**src/rtl/rs_latch.sv**
```systemverilog
// rtl/rs_latch.sv - clocked RS storage element with complementary outputs and forbidden-input policy
module rs_latch #(
    parameter int unsigned SYNC_STAGES  = 0,
    parameter int unsigned INVALID_MODE = 0
) (
    input  logic clk,
    input  logic rst,
    input  logic R,
    input  logic S,
    output logic Q,
    output logic Q_L,
    output logic INV,
    output logic INV_SEEN
);

    localparam int unsigned STAGES = (SYNC_STAGES > 3) ? 3 : SYNC_STAGES;

    localparam logic [1:0] POLICY_NOR   = 2'd0;
    localparam logic [1:0] POLICY_RESET = 2'd1;
    localparam logic [1:0] POLICY_SET   = 2'd2;

    // Out-of-range policy codes fall back to the NOR-latch behaviour.
    localparam logic [1:0] POLICY = (INVALID_MODE == 1) ? POLICY_RESET :
                                    (INVALID_MODE == 2) ? POLICY_SET   : POLICY_NOR;

    // Decoded {Rs, Ss} input pairs.
    localparam logic [1:0] PAIR_HOLD    = 2'b00;
    localparam logic [1:0] PAIR_SET     = 2'b01;
    localparam logic [1:0] PAIR_RESET   = 2'b10;
    localparam logic [1:0] PAIR_INVALID = 2'b11;

    logic r_sync;
    logic s_sync;

    generate
        if (STAGES == 0) begin : g_direct
            assign r_sync = R;
            assign s_sync = S;
        end else if (STAGES == 1) begin : g_single
            logic r_pipe;
            logic s_pipe;

            always_ff @(posedge clk) begin
                if (rst) begin
                    r_pipe <= 1'b0;
                    s_pipe <= 1'b0;
                end else begin
                    r_pipe <= R;
                    s_pipe <= S;
                end
            end

            assign r_sync = r_pipe;
            assign s_sync = s_pipe;
        end else begin : g_chain
            // Multi-flop chain for asynchronous R/S; keep the flops together.
            (* ASYNC_REG = "TRUE" *) logic [STAGES-1:0] r_pipe;
            (* ASYNC_REG = "TRUE" *) logic [STAGES-1:0] s_pipe;

            always_ff @(posedge clk) begin
                if (rst) begin
                    r_pipe <= '0;
                    s_pipe <= '0;
                end else begin
                    r_pipe[0] <= R;
                    s_pipe[0] <= S;
                    for (int k = 1; k < int'(STAGES); k++) begin
                        r_pipe[k] <= r_pipe[k-1];
                        s_pipe[k] <= s_pipe[k-1];
                    end
                end
            end

            assign r_sync = r_pipe[STAGES-1];
            assign s_sync = s_pipe[STAGES-1];
        end
    endgenerate

    logic [1:0] pair;
    logic       state;
    logic       both_low;
    logic       q_l_reg;
    logic       inv_reg;
    logic       inv_seen_reg;

    assign pair = {r_sync, s_sync};

    always_ff @(posedge clk) begin
        if (rst) begin
            state        <= 1'b0;
            both_low     <= 1'b0;
            q_l_reg      <= 1'b1;
            inv_reg      <= 1'b0;
            inv_seen_reg <= 1'b0;
        end else begin
            case (pair)
                PAIR_HOLD: begin
                    // Leaving the NOR forbidden state always resolves to reset since state is 0.
                    both_low <= 1'b0;
                    q_l_reg  <= ~state;
                    inv_reg  <= 1'b0;
                end
                PAIR_SET: begin
                    state    <= 1'b1;
                    both_low <= 1'b0;
                    q_l_reg  <= 1'b0;
                    inv_reg  <= 1'b0;
                end
                PAIR_RESET: begin
                    state    <= 1'b0;
                    both_low <= 1'b0;
                    q_l_reg  <= 1'b1;
                    inv_reg  <= 1'b0;
                end
                default: begin
                    inv_reg      <= 1'b1;
                    inv_seen_reg <= 1'b1;
                    case (POLICY)
                        POLICY_RESET: begin
                            state    <= 1'b0;
                            both_low <= 1'b0;
                            q_l_reg  <= 1'b1;
                        end
                        POLICY_SET: begin
                            state    <= 1'b1;
                            both_low <= 1'b0;
                            q_l_reg  <= 1'b0;
                        end
                        default: begin
                            state    <= 1'b0;
                            both_low <= 1'b1;
                            q_l_reg  <= 1'b0;
                        end
                    endcase
                end
            endcase
        end
    end

    assign Q        = state;
    assign Q_L      = q_l_reg;
    assign INV      = inv_reg;
    assign INV_SEEN = inv_seen_reg;

endmodule

```
**config.mk**
```make
export PLATFORM = sky130hd
export DESIGN_NAME = rs_latch
export DESIGN_NICKNAME = d
export VERILOG_FILES = /design/src/rtl/rs_latch.sv
export SDC_FILE = /design/constraint.sdc
export NUM_CORES = 1
export LEC_CHECK = 0
export CAP_MARGIN = 20
export CELL_PAD_IN_SITES_DETAIL_PLACEMENT = 0
export CELL_PAD_IN_SITES_GLOBAL_PLACEMENT = 1
export CORE_AREA = 2 2 39 41
export CTS_CLUSTER_SIZE = 12
export DETAILED_ROUTE_END_ITERATION = 10
export DIE_AREA = 0 0 41 43
export PLACE_DENSITY_LB_ADDON = 0.1
export RECOVER_POWER = 25
export SLEW_MARGIN = 15
export SYNTH_ARGS = -nofsm -noshare
export SYNTH_HDL_FRONTEND = slang
export SYNTH_SLANG_ARGS = --single-unit
```
**constraint.sdc**
```tcl
create_clock -name clk -period 0.8 [get_ports clk]
set_input_delay 0.08 -clock clk [delete_from_list [all_inputs] [get_ports clk]]
set_output_delay 0.08 -clock clk [all_outputs]
set_load 0.005 [all_outputs]
```
; After elaboration in Yosys (flattened, before gate mapping)
; Cells that the tools add are included.
; Widths: inputs -> output; s select.
[totals]
regBits = 4
inputBits = 4
[classes]
reduce_logical = 2
muxes = 3
bitwise = 1
eq_ne = 2
[op_table]
columns = operator, count
row1 = $pmux 1 s2, 2
row2 = $reduce_or 3->1, 1
row3 = $eq 2x1->1 const B, 1
row4 = $eq 2x2->1 const B, 1
row5 = $logic_not 2->1, 1
row6 = $mux 1, 1
row7 = $not 1->1, 1

; Depth between registers and ports, before layout
[logic_depth]
word_depth = 3
mapped_depth = 2
depth_no_buf = 2

; Worst setup path before layout
; OpenSTA, ideal clock, no wires.
[synth_timing]
kind = register to register
from = reg state (netlist: Q)
to = reg q_l_reg (netlist: Q_L)
synth_period_minus_slack_ns = 0.631
stages_incl_launch_ff = 3
n_path_buf = 0
t_arrival_ns = 0.511
slack_ns = 0.169
cell_sequence = dfxtp_1 > nor2b_1 > o21bai_1
[synth_between]
elab_chain_len = 2
[synth_rtl]
columns = element, line
row1 = from (decl), 80  ; logic state;
row2 = from (signal assigned), 90  ; state <= 1'b0;
row3 = from (signal assigned), 104  ; state <= 1'b1;
row4 = from (signal assigned), 110  ; state <= 1'b0;
row5 = $not 1->1, 100  ; q_l_reg <= ~state;
row6 = $pmux 1 s2, 96  ; case (pair)
row7 = to (signal assigned), 100
row8 = to (decl), 82  ; logic q_l_reg;
; No other way between the ends.
; A chain may end at the register's enable or synchronous reset.

; Final worst setup path
[layout_timing]
from = reg state (netlist: Q)
to = out Q
[layout_rtl]
columns = element, line
row1 = to (decl), 10  ; output logic Q,
; No word-level cell between the ends.

==> results.rst <==
.. list-table::
   :header-rows: 1

   * - Metric
     - Value
   * - Run status
     - completed
   * - DR vias
     - 110
   * - Number of nets at the end of the flow
     - 28
   * - Pin count of the biggest net entering global routing
     - 5
   * - Count of buffers from port buffering
     - 7
   * - Horizontal die dimension
     - around 41 um
   * - Area of the placeable core
     - ~1400 um2
   * - Layout overhead on the synthesized area
     - 80.0%
   * - CP bufs+invs
     - 1
   * - Post-synth cell types
     - 7
   * - Final routed wire length divided by cell count
     - between 8 and 9 um
   * - Initial DRT Pass Iterations
     - 1
   * - Vert. Die Dim
     - ~43 um
   * - Count of nets left with antenna violations after detail routing
     - 0
   * - Slowest cell on the critical path
     - sky130_fd_sc_hd__dfxtp_2
   * - Post-synthesis net count
     - 16
   * - Worst path cell trace
     - buf_2
   * - Max-cap violation count
     - 0
   * - Top cell family by delay on the critical path
     - flip-flops
   * - PD cells
     - between 2000 and 2500 nW/um2
   * - Largest buffer count on any clock path
     - 2
   * - Sequential element share of the synthesized area
     - 0.674
   * - Worst IR Drop VDD
     - about 420 uV
   * - CTS tree
     - done
   * - Mean Syn Cell Area
     - roughly 10 um2
   * - WL final
     - 317 um
   * - Placed inst area
     - 209 um2
   * - Type of element launching the critical path
     - flip-flop
   * - Headroom to the max-slew limit
     - 0.895
   * - Clock slew seen by the registers of the worst setup and hold paths
     - 0.04 ns
   * - Total of warnings raised by yosys
     - 0
   * - Vias in the first global route
     - 123
   * - Post-place setup slack
     - -0.110 ns
   * - Lkg Pwr
     - around 0.095 nW
   * - H-tree levels
     - 1
   * - Count of non-filler cells in the finished layout
     - 38
   * - Total DRC errors in the routed layout
     - 0
   * - Total congestion overflow after global routing
     - 0
   * - Max Clock Freq
     - approximately 1300 MHz
   * - Most common cell after layout, fill and taps aside
     - sky130_fd_sc_hd__buf_2
   * - Crit path required time
     - between 0.7 and 0.8 ns
   * - Total routing resource utilization after global routing
     - 0.0532
   * - Cell Count Post-Placement
     - 35
   * - Hold Buf Count CTS
     - 0
   * - CP endpoint kind
     - output pin
   * - Die ar.
     - roughly 1800 um2
   * - Fin Clk Skew
     - 0.0000214 ns
   * - RSZ-0062 raised after global routing
     - no
   * - Antenna violations before repair
     - 0
   * - Sink Count
     - 4
   * - Clock root cell
     - sky130_fd_sc_hd__clkbuf_4
   * - Number of top-level pins
     - 8
   * - Global-route wire length before repair
     - around 480 um
   * - Number of setup violations in the final report
     - 0
   * - Number of standard-cell rows in the floorplan
     - 14
   * - Worst min-delay path category
     - in -> reg
   * - Routed vias/inst
     - approximately 2.9
   * - Initial core utilization
     - 0.0859
   * - Clock buffer count from CTS
     - 3
   * - Final core occ
     - 0.155
   * - Min cycle time layout
     - between 0.7 and 0.8 ns
   * - Smallest setup slack after layout
     - ~0.052 ns
   * - Final hold vios
     - 0
   * - Power Total
     - 0.523 mW
   * - Peak fanout along the critical path
     - 3
   * - Synthesized area
     - between 100 and 150 um2
   * - Number of max-slew violations in the final report
     - 0
   * - Category of the critical setup timing path
     - reg -> out
   * - DR iter-0 viols
     - 0
   * - Placed wire-length estimate after detailed placement
     - roughly 230 um
   * - Global placement routability congestion
     - 0.519
   * - Final-layout fill cell count
     - about 160
   * - Delay of the slowest cell on the worst path
     - 0.31 ns
   * - Diode count
     - 0
   * - Measured slew at the worst slew-check pin
     - 0.158 ns
   * - Number of flip-flops and latches in the synthesized netlist
     - 4
   * - Latest clock arrival within the worst-skew pair
     - between 0.2 and 0.25 ns
   * - Post-Layout Inst Area
     - 214 um2
   * - Highest-count cells in the layout ignoring fill and taps
     - sky130_fd_sc_hd__buf_2 (4), sky130_fd_sc_hd__nor2_1 (3), sky130_fd_sc_hd__clkbuf_4 (3), sky130_fd_sc_hd__clkdlybuf4s50_1 (3)
   * - Post-route clock period utilization
     - 0.935
   * - Worst EP arrival
     - 0.67 ns
   * - Ratio of cells with drive above 1 in the final layout
     - 0.409
   * - Post-synthesis instance total
     - 12
[worst register-to-register path: stages, from the launching register on]
cell and delay [ns]:
sky130_fd_sc_hd__dfxtp_2 0.32, sky130_fd_sc_hd__nor2b_1 0.12, sky130_fd_sc_hd__o21bai_1 0.06
[cell type report]
| class | instances | area (um2) | area share |
|---|---|---|---|
| Timing Repair Buffer | 7 | 50.0 | 0.234 |
| Sequential cell | 4 | 82.6 | 0.386 |
| Clock buffer | 3 | 22.5 | 0.105 |
| Tap cell | 16 | 20.0 | 0.0936 |
| Multi-Input combinational cell | 8 | 38.8 | 0.181 |
[path summary, 6_finish.rpt]
| check | startpoint | to | slack (ns) | depth (start not counted) |
|---|---|---|---|---|
| worst max-delay path | Q$_SDFFE_PP0P_ | Q | 0.05 | 1 |
| worst min-delay path | rst | INV$_SDFF_PP0_ | 0.45 | 2 |
| worst max register to register | Q$_SDFFE_PP0P_ | Q_L$_SDFF_PP1_ | 0.18 | 2 |
| worst min register to register | INV_SEEN$_SDFFE_PP0P_ | INV_SEEN$_SDFFE_PP0P_ | 0.46 | 2 |
[report_power, final]
part / internal, mW / leakage (nW) / total [mW] / switching, mW
clock: 0.169 / 0.0138 / 0.262 / 0.0931
sequential: 0.212 / 0.0338 / 0.216 / 0.00382
combinational: 0.0266 / 0.0470 / 0.0448 / 0.0182
total: 0.408 / 0.0946 / 0.523 / 0.115
[synthesized netlist by cell type]
cell type	n	area share
sky130_fd_sc_hd__a21oi_1	1	0.042
sky130_fd_sc_hd__dfxtp_1	4	0.67
sky130_fd_sc_hd__nand2_1	1	0.032
sky130_fd_sc_hd__nor2_1	3	0.095
sky130_fd_sc_hd__nor2b_1	1	0.053
sky130_fd_sc_hd__nor3_1	1	0.042
sky130_fd_sc_hd__o21bai_1	1	0.063
[flip-flops by register name (all words and copies together) (netlist names)]
register,cells
Q_L,1
INV,1
Q,1
INV_SEEN,1
[layer usage]
layer / GRT usage / part of all wire / vias up
met2: 0.0563 / 0.53 / 4
met3: 0.0157 / 0.073 / 2
met5: 0 / 0 / -
met1: 0.0354 / 0.32 / 45
met4: 0.140 / 0.069 / 0
li1: - / - / 59
[logic make-up after synthesis]
kind of cell	synth area share
DFF	0.674
AOI/OAI and AO/OA	0.105
and+or+nand+nor	0.221
[timing repair]
action | in CTS | in global routing
resized for setup | 17 | 0
buffers inserted | 0 | 0
endpoints found under the hold margin | 0 | 0
endpoints found under the setup margin | 4 | 0
[metrics by stage]
step | hold slack (ns) | TNS (ns)
2_1_floorplan | 0.152 | 0
4_1_cts | 0.453 | 0
5_1_grt | 0.478 | 0
3_3_place_gp | 0.460 | -0.575
3_5_place_dp | 0.472 | -0.578
6_report | 0.453 | 0
No activity file was read; power rests on OpenSTA's default activity.
==> edit 1 (same flow settings) <==
Add an input register stage for `R` and `S`, cleared by the reset; this delays them by one clock.
--- a/src/rtl/rs_latch.sv
+++ b/src/rtl/rs_latch.sv
@@ -30,4 +30,17 @@
     localparam logic [1:0] PAIR_INVALID = 2'b11;
 
+    logic R_q;
+    logic S_q;
+
+    always_ff @(posedge clk) begin
+        if (rst) begin
+            R_q <= '0;
+            S_q <= '0;
+        end else begin
+            R_q <= R;
+            S_q <= S;
+        end
+    end
+
     logic r_sync;
     logic s_sync;
@@ -35,6 +48,6 @@
     generate
         if (STAGES == 0) begin : g_direct
-            assign r_sync = R;
-            assign s_sync = S;
+            assign r_sync = R_q;
+            assign s_sync = S_q;
         end else if (STAGES == 1) begin : g_single
             logic r_pipe;
@@ -46,6 +59,6 @@
                     s_pipe <= 1'b0;
                 end else begin
-                    r_pipe <= R;
-                    s_pipe <= S;
+                    r_pipe <= R_q;
+                    s_pipe <= S_q;
                 end
             end
@@ -63,6 +76,6 @@
                     s_pipe <= '0;
                 end else begin
-                    r_pipe[0] <= R;
-                    s_pipe[0] <= S;
+                    r_pipe[0] <= R_q;
+                    s_pipe[0] <= S_q;
                     for (int k = 1; k < int'(STAGES); k++) begin
                         r_pipe[k] <= r_pipe[k-1];
Behaviour: not the same (Yosys sat finds a counterexample within 4 cycles, from zero or initial values and one cycle with rst high).
==> edit 1 against the unedited design <==
- area after synthesis up 44%
- sequential cell count up 2
- design area up 28%
- combinational power fell by 3%
- critical path type is now in2reg
- largest cell class unchanged
- wire length down 1.9%
- setup slack worse by 0.0021 ns
- power up 22%
- non-clock buffer count increased by 1
==> edit 1: results (changes against the unedited design) <==
synth_fp_nets: 20  # +4
num_antenna_cells: 0  # unchanged
p_leak_nw: 0.121  # +27%
synth_compound_area_frac: 0.0730  # -0.0323
skew_ns: 0.00177  # +0.00175 ns
syn_area_per_cell_um2: 10.7  # +8.2%
grt_pass1_vias: 120  # -2.4%
worstMarginPinSlew_ns: 0.205  # +0.0474 ns
track_usage: 0.0522  # -0.00106
drt-total-wl_um: 311  # -1.9%
fillers: 155  # -2.5%
critPathSlowestCell: "dlygate4sd3_1"
max_stage_delay_ns: 0.62  # +0.31 ns
final_cells: 43  # +13%
synth_seq_area_share: 0.701  # +0.0270
ir_drop_mv: 0.562  # +34%
place_ws_ns: -0.108  # +0.00190 ns
drtIter0Drc: 2  # +2
cpLargestDelayFamily: "buffers and inverters"
final_nets: 33  # +18%
worstPathMaxFanout: 6  # +3
grt_max_degree: 7  # +2
synth_common_cells: "6 x dfxtp_1, 3 x nor2_1, 3 x nor2b_1"
crit_arrival_ns: 0.88  # +0.21 ns
dp_cells: 40  # +14%
grt_pass1_wl_um: 489  # +2.7%
place.gp.congestion: 0.583  # +12%
h-tree-depth: 1  # unchanged
fp.dieW_um: 41  # unchanged
synth.area.top_cells: "dfxtp_1 70%, nor2b_1 11%, nor2_1 6.6%"
ys.flop_type: "dfxtp_1"
drive_above_1_share: 0.370  # -0.0387
first_pass_iters: 2  # +1
status: "completed"
synth_mux_area_frac: 0  # unchanged
via_per_inst: 3.30  # +14%
## edit 1: where the power goes
| group | total, mW | internal (mW) | switching (mW) |
|---|---|---|---|
| sequential | 0.323 | 0.315 | 0.00802 |
| combinational | 0.0434 | 0.0290 | 0.0145 |
| clock | 0.273 | 0.169 | 0.104 |
| total | 0.639 | 0.513 | 0.126 |
## edit 1: cell type report
type,instances,share of cell area
Clock buffer,3,0.0822
Multi-Input combinational cell,10,0.187
Sequential cell,6,0.447
Tap cell,16,0.0731
Timing Repair Buffer,8,0.210
## edit 1: routing by layer
layer	track usage	share of wire
met5	0	0
met1	0.0513	0.39
met2	0.0469	0.44
met4	0.0800	0
met3	0.0471	0.16
## edit 1: cell families (layout without fill, tap and decap cells)
group,Yosys count,after routing
AO/OA/AOI/OAI,2,2
flip-flops,6,6
AND/OR/NAND/NOR,8,8
buffers and inverters,0,11
## edit 1: final timing paths
| kind | from | endpoint | cells after the start | slack (ns) |
|---|---|---|---|---|
| setup / recovery | rst | Q_L | 2 | 0.05 |
| hold / removal | R | R_q | 2 | 0.39 |
| setup reg to reg | Q | Q_L | 3 | 0.08 |
| hold reg to reg | INV_SEEN | INV_SEEN | 2 | 0.45 |
## edit 1: repair_timing
| item | 4_1_cts | 5_1_grt |
|---|---|---|
| endpoints found under the setup margin | 4 | 0 |
| hold buffers | 0 | 0 |
| gates resized for setup | 18 | 0 |
## edit 1: per-stage QoR
stage | instance area [µm²] | hold slack (ns) | utilization
after floorplan | 171 | 0.152 | -
final | 274 | 0.393 | 0.198
after CTS | 274 | 0.387 | 0.198
after global routing | 274 | 0.405 | 0.198
after detailed placement | 269 | 0.467 | 0.194
after global placement | 269 | 0.476 | 0.194
==> edit 2 (same flow settings) <==
Made on the original files. `INVALID_MODE`: 0 -> 1.
--- a/src/rtl/rs_latch.sv
+++ b/src/rtl/rs_latch.sv
@@ -2,5 +2,5 @@
 module rs_latch #(
     parameter int unsigned SYNC_STAGES  = 0,
-    parameter int unsigned INVALID_MODE = 0
+    parameter int unsigned INVALID_MODE = 1
 ) (
     input  logic clk,
Check against the original RTL: not equivalent (a bounded check fails within 4 cycles, from zero or initial values and one cycle with rst high).
==> edit 2 against the unedited design <==
- sequential cell count did not move
- die area unchanged
- clock skew hardly changed
- power is 0.18% higher
- synthesized cell count fell by 8.3%
- area after synthesis decreased by 3.2%
- setup slack better by 0.00074 ns
- largest cell class unchanged
- critical path type unchanged
- wire length up 4.7%
- design area up 1.8%
==> edit 2: results (changes against the unedited design) <==
status: "completed"
cpLargestDelayFamily: "flip-flops"
min_path_cells: 3  # +1
buffer_area_frac: 0.264  # +0.0304
ir_drop_mv: 0.352  # -16%
drive_above_1_share: 0.500  # +0.0909
place.gp.congestion: 0.527  # +1.5%
fillers: 152  # -4.4%
grt_pass1_vias: 106  # -14%
multi_input_gates: 7  # -1
drt-total-wl_um: 332  # +4.7%
cts_resized: 18  # +1
synth_common_cells: "4 x dfxtp_1, 2 x nor2_1"
r2r-end: "Q"
p_leak_nw: 0.0949  # +0.31%
worstPathMaxFanout: 2  # -1
drtIter0Drc: 6  # +6
yosys_warnings: 0  # unchanged
port_buffers: 7  # unchanged
hp-start: "R"
dpl.hpwl_um: 218  # -3.0%
synth.area.top_cells: "dfxtp_1 70%, nor2_1 6.5%, o21a_1 6.5%"
buffers: 8  # +1
syn_area_per_cell_um2: 10.5  # +5.6%
max_stage_delay_ns: 0.31  # about the same
synth_seq_area_share: 0.696  # +0.0220
clk_latency_ns: 0.24  # about the same
synth_fp_nets: 15  # -1
grt_pass1_wl_um: 496  # +4.2%
clk_share: 0.103  # -0.00182
first_pass_iters: 3  # +2
worstMarginPinSlew_ns: 0.140  # -0.0173 ns
track_usage: 0.0531  # -0.000160
r2r_slack_ns: 0.08  # -0.10 ns
skew_ns: 0.0000495  # +0.0000281 ns
multi_input_area_share: 0.161  # -0.0204
switchingPower_mw: 0.116  # +0.33%
via_per_inst: 2.82  # -2.7%
## edit 2: changes by cell type after synthesis
cell / delta
nor2_1: -1
nor2_2: +1
nor2b_1: -1
nor3_1: -1
o21a_1: +1
o21ai_0: +1
o21bai_1: -1
## edit 2: worst max path at each step
stage	start	to	slack, ns	cells after the start
global route	Q	Q	0.04	1
detailed placement	R	Q_L	-0.10	3
floorplan	Q	Q	0.21	1
CTS	INV_SEEN	INV_SEEN	0.05	1
global placement	R	Q_L	-0.10	3
finish	Q	Q	0.05	1
## edit 2: routing by layer
layer / part of all wire / global-route usage / vias up
li1: - / - / 58
met1: 0.45 / 0.0478 / 45
met2: 0.50 / 0.0531 / 4
met3: 0.048 / 0.0314 / 0
met4: 0 / 0.100 / 0
met5: 0 / 0 / -
## edit 2: cells by family (layout without fill, tap and decap cells)
family                 count (synthesis)  in the layout  synth area share
AO/OA/AOI/OAI                          3              3             0.152
buffers and inverters                  0             11                 0
flip-flops                             4              4             0.696
AND/OR/NAND/NOR                        4              4             0.152
## edit 2: stage by stage
stage                     hold slack, ns  total power [mW]  setup TNS [ns]  cell area [µm²]  setup WS [ns]
after detailed placement           0.469             0.274          -0.554              213         -0.100
after global routing               0.473             0.546               0              218         0.0431
final                              0.449             0.524               0              218         0.0530
after floorplan                    0.152             0.229               0              115          0.211
after CTS                          0.441             0.535               0              218         0.0476
after global placement             0.460             0.273          -0.539              213         -0.101
## edit 2: power groups by stage
stage | clock (mW) | combinational, mW | sequential [mW]
CTS | 0.273 | 0.0468 | 0.215
global placement | 0 | 0.0562 | 0.217
floorplan | 0 | 0.00967 | 0.219
detailed placement | 0 | 0.0560 | 0.218
global route | 0.279 | 0.0514 | 0.215
finish | 0.262 | 0.0465 | 0.215
